<file path="src/rtl/pwm_dt_core.sv">
// pwm_dt_core: counter PWM with complementary outputs, dead time and double-buffered config
module pwm_dt_core #(
  parameter int WIDTH = 8,
  parameter int DT_W  = 4
) (
  input  logic             clk,
  input  logic             rst_n,
  input  logic             en,
  input  logic             cfg_valid,
  output logic             cfg_ready,
  input  logic [WIDTH-1:0] cfg_period,
  input  logic [WIDTH-1:0] cfg_duty,
  input  logic [DT_W-1:0]  cfg_dead,
  output logic             pwm_h,
  output logic             pwm_l,
  output logic             period_start
);
  typedef enum logic [3:0] {
    S_OFF  = 4'b0001,
    S_H    = 4'b0010,
    S_L    = 4'b0100,
    S_DEAD = 4'b1000
  } state_t;
  state_t           r_state, w_state_nxt, w_side;
  logic [WIDTH-1:0] r_cnt, r_period, r_duty, r_sh_period, r_sh_duty;
  logic [DT_W-1:0]  r_dead, r_sh_dead, r_dt, w_dt_nxt;
  logic             r_pending, r_pstart;
  logic             w_wrap, w_raw, w_apply, w_accept, w_edge;
  assign w_wrap       = r_cnt == r_period;
  assign w_raw        = r_cnt < r_duty;
  assign w_accept     = cfg_valid & ~r_pending;
  assign w_apply      = r_pending & (~en | w_wrap);
  assign w_side       = w_raw ? S_H : S_L;
  assign w_edge       = (r_state == S_OFF) | (r_state == S_H & ~w_raw) | (r_state == S_L & w_raw);
  assign cfg_ready    = ~r_pending;
  assign pwm_h        = r_state[1];
  assign pwm_l        = r_state[2];
  assign period_start = r_pstart;
  // shadow capture on handshake, shadow-to-active only at a period boundary or while stopped
  always_ff @(posedge clk or negedge rst_n) begin
    if (!rst_n) begin
      r_sh_period <= '0;
      r_sh_duty   <= '0;
      r_sh_dead   <= '0;
      r_pending   <= 1'b0;
      r_period    <= '1;
      r_duty      <= '0;
      r_dead      <= '0;
    end else if (w_accept) begin
      r_sh_period <= cfg_period;
      r_sh_duty   <= cfg_duty;
      r_sh_dead   <= cfg_dead;
      r_pending   <= 1'b1;
    end else if (w_apply) begin
      r_period    <= r_sh_period;
      r_duty      <= r_sh_duty;
      r_dead      <= r_sh_dead;
      r_pending   <= 1'b0;
    end
  end
  // period counter, held at zero while disabled; start pulse follows the zero count
  always_ff @(posedge clk or negedge rst_n) begin
    if (!rst_n) begin
      r_cnt    <= '0;
      r_pstart <= 1'b0;
    end else begin
      r_cnt    <= (!en || w_wrap) ? '0 : r_cnt + 1'b1;
      r_pstart <= en & (r_cnt == '0);
    end
  end
  // every phase change passes through r_dead low/low cycles before the new side drives
  always_comb begin
    w_state_nxt = r_state;
    w_dt_nxt    = r_dt;
    if (!en) begin
      w_state_nxt = S_OFF;
    end else if (w_edge) begin
      w_state_nxt = (r_dead == '0) ? w_side : S_DEAD;
      w_dt_nxt    = r_dead - 1'b1;
    end else if (r_state == S_DEAD) begin
      w_state_nxt = (r_dt == '0) ? w_side : S_DEAD;
      w_dt_nxt    = r_dt - 1'b1;
    end
  end
  // one-hot state register; its bits drive the outputs directly
  always_ff @(posedge clk or negedge rst_n) begin
    if (!rst_n) begin
      r_state <= S_OFF;
      r_dt    <= '0;
    end else begin
      r_state <= w_state_nxt;
      r_dt    <= w_dt_nxt;
    end
  end
endmodule

</file>
<file path="config.mk">
export PLATFORM = sky130hd
export DESIGN_NAME = pwm_dt_core
export DESIGN_NICKNAME = d
export VERILOG_FILES = /design/src/rtl/pwm_dt_core.sv
export SDC_FILE = /design/constraint.sdc
export NUM_CORES = 1
export LEC_CHECK = 0
export ABC_CLOCK_PERIOD_IN_PS = 3630
export CAP_MARGIN = 30
export CORE_MARGIN = 4
export CORE_UTILIZATION = 35
export DETAILED_ROUTE_END_ITERATION = 8
export SLEW_MARGIN = 0
export SYNTH_ARGS = -nofsm -noshare
export SYNTH_HDL_FRONTEND = slang
export SYNTH_SLANG_ARGS = --single-unit
</file>
<file path="constraint.sdc">
create_clock -name clk -period 3.63 [get_ports clk]
set_input_delay 1.089 -clock clk [delete_from_list [all_inputs] [get_ports clk]]
set_output_delay 1.089 -clock clk [all_outputs]
set_load 0.05 [all_outputs]
</file>
==> impl_results.md <==
* CP Depth at 13
* Post-CTS sizing at 0
* Synthesized netlist cell count at 242
* Yosys warnings at 0
* CTS clk-pin slew, worst paths at approximately 0.060 ns
* Setup bufs post-CTS at 0
* Required time worst endpoint at just under 4 ns
* Total gr overflow at 0
* Syn avg cell area at 11.8 µm²
* Final setup viols at 0
* Diode count at 0
* Max Clk Rate at approximately 320 MHz
* Detail Route Antenna Nets at 0
* Deepest clock path buffer count at 2
* Hold Path Stages at 1
* Cell row count at 32
* EDFF count, synth at 0
* Cell area power density at around 670 nW/µm²
* Syn nets at 276
* Root Driver: clkbuf_8
* Initial antenna violation count at 0
* DRC viols at 0
* Relative slew slack at 0.576
* Lkg Pwr at 1.47 nW
* Largest net degree at the start of global routing at 29
* P_sw at 0.701 mW
* CP startpoint kind: register
* Sw frac at 0.304
* Clock Latency Late Sink at 0.33 ns
* IO buf count at 27
* Crit Path Max Fanout at 6
* Clock Skew at 0.00673 ns
* Post-synthesis sequential area ratio at 0.513
* DR pass1 iterations at 4
* Crit path DAT at 3.30 ns
* Post-synthesis async set-or-reset flop share at 1.00
* Synth unique cells at 42
* Synth area leader: dfrtp_1
* Core area at 7810 µm²
* Setup_tns at 0 ns
* Initial core utilization at 0.365
* Hold path start: r_duty[1]
* Final min period at 3.09 ns
* DR WL/cell at 14.2 µm
* Outcome: complete, no violations
* H-tree levels at 3
* CTS buffer count at 9
* Hold Path Class: register to register
* CP peak stage delay at around 0.53 ns
* CP bufs+invs at 0
* Period Utilization, post-route at 0.850
* Synth Cell Area at between 2000 and 3000 µm²
* WS Path Type: register to register
* WHS Endpoint: r_duty[1]
* Fin. max-slew vios at 0
* Clock power frac at 0.258
* Number of max-cap violations at 0
* Yosys reg bits at 58
* Die X at 98.2 µm
* Reg2Reg Launch Point: r_cnt[5]
* Chip Height at 98.2 µm
* Slowest CP cell: or4_4
* Peak VDD IR at 0.278 mV
* Unrepaired setup endpoints after global routing: no
* Comb pwr share at 0.283
* Reg2reg path depth at 13
* Final net count at 312
* R2R Setup Slk at about 0.54 ns
* Synthesis-to-layout area growth at 21.2%
* Hold_buf cts at 0
* Routed via count at 1915
* Worst setup margin at 0.543 ns
* CTS tree: done
* Final HPWL DP at 4.05 mm
* Worst-Margin Slew at approximately 0.63 ns
* Drt initial violations at 56
* Vias in the first global route at around 2000
* Routed WL at approximately 5.5 mm
* Top-Level Pins at 28
* Clk sinks at 58
* DP Worst Slack at 0.540 ns
* Die area at 9650 µm²
* Int Power at around 1.6 mW
* Flop pwr share at 0.459
* Share of the synthesized area in the top cell type at 0.430
* Gpl congestion at 0.815
* Final number of hold-violating endpoints at 0
* Synth top area cells: dfrtp_1 43%, mux2_2 16%, dfstp_2 8.3%, ha_1 4.4%, xnor2_1 3.1%
* Share of cells above drive strength 1 at 0.279
* RR Endpoint: r_dt[2]
* First-pass GRT wire length at 9.78 mm
* Crit-path cells: ha_1 -> nand4_1 -> nor2_1 -> a2111oi_1 -> or4_4 -> a21oi_1 -> mux2i_1 -> ha_1 -> nand3_1 -> nand3_1 -> o21ai_0 -> a21oi_1 -> mux2i_1
* Top delay family on crit path: simple AND/OR/NAND/NOR gates
* Crit. End Element: register
* Main synth FF type: dfrtp_1
* Routed vias/inst at just under 5
* GR Util All Layers at 0.127
## power groups by stage
stage	logic, mW	clock network [mW]	registers [mW]
6_report	0.652	0.596	1.06
5_1_grt	0.733	0.647	1.09
4_1_cts	0.661	0.616	1.06
3_5_place_dp	0.656	0	1.07
3_3_place_gp	0.645	0	1.06
2_1_floorplan	0.535	0	1.01
## how the worst max path moves through the flow
stage,end,start,slack (ns)
CTS,r_dt[2],r_cnt[4],0.54
global placement,r_dt[2],r_cnt[4],0.67
global route,r_dt[2],r_cnt[2],0.1
finish,r_dt[2],r_cnt[5],0.54
detailed placement,r_dt[2],r_cnt[5],0.54
floorplan,r_dt[2],r_cnt[2],0.81
## cell usage in the layout, fill, tap and decap left out, drive strengths merged, types with 2 or more instances in the layout
cell type	netlist	final
o31ai	2	2
xor2	5	5
mux2i	3	3
clkinv	0	2
o311ai	2	2
ha	10	10
and2	2	2
buf	3	8
dfrtp	49	49
nor2b	3	3
inv	12	12
nand3	10	10
o21ai	8	8
and3	2	2
nor2	19	19
xnor2	10	10
dfstp	9	9
nor3	4	4
or4	3	3
a211oi	6	6
nand2	10	10
a21oi	9	9
clkdlybuf4s50	0	26
clkbuf	6	13
mux2	40	40
nand4	4	4
## cells in the mapped netlist (2+ instances only)
cell type and number:
nand4_1 4, dfrtp_1 49, nand2_1 10, o31ai_1 2, nor3_1 4, a211oi_2 2, ha_1 10, xor2_1 5
or4_1 2, nor2b_1 3, clkbuf_1 6, a211oi_1 4, a21oi_1 9, and3_1 2, mux2_2 40, dfstp_2 9
nor2_1 19, xnor2_1 10, nand3_1 10, o21ai_0 6, inv_1 12, mux2i_1 3, buf_2 2
## final cells by class
type / count / area, µm²
repair buffers: 34 / 318
well taps: 102 / 128
clock inverters: 3 / 40.0
inverters: 12 / 45.0
fillers: 709 / 4360
clock buffers: 13 / 159
flip-flops and latches: 58 / 1460
multi-input cells: 163 / 1300
## flip-flops by register name (all words and copies together), names as in the netlist
register	flops
r_sh_duty	8
r_dt	4
r_pending	1
r_state	4
r_period	8
r_dead	4
r_cnt	8
r_sh_dead	4
period_start	1
r_sh_period	8
r_duty	8
## layer usage
layer  global-route usage  vias to the layer above  wire length, µm
met5                    0                        -                0
met4               0.0504                        0               95
met3               0.0421                        8              261
met2                0.182                       46             2420
met1                0.176                      931             2680
li1                     -                      930                -
## cell families after synthesis
kind of cell / count (synthesis) / synth area share
AND/OR/NAND/NOR: 62 / 0.112
flip-flops: 58 / 0.513
AO/OA/AOI/OAI: 33 / 0.0852
XOR/XNOR: 15 / 0.0461
adder cells (fa/ha/maj): 10 / 0.0439
buffers and inverters: 21 / 0.0312
multiplexers: 43 / 0.169
## stage by stage
stage	util	instance area (µm²)	power [mW]	hold slack [ns]	cells
finish	0.442	3450	2.31	0.505	385
global route	0.442	3450	2.47	0.516	385
CTS	0.442	3450	2.34	0.509	385
detailed placement	0.417	3250	1.73	0.493	369
global placement	0.417	3250	1.71	0.490	369
floorplan	-	2850	1.55	0.471	242
(Power assumes the default switching activity.)
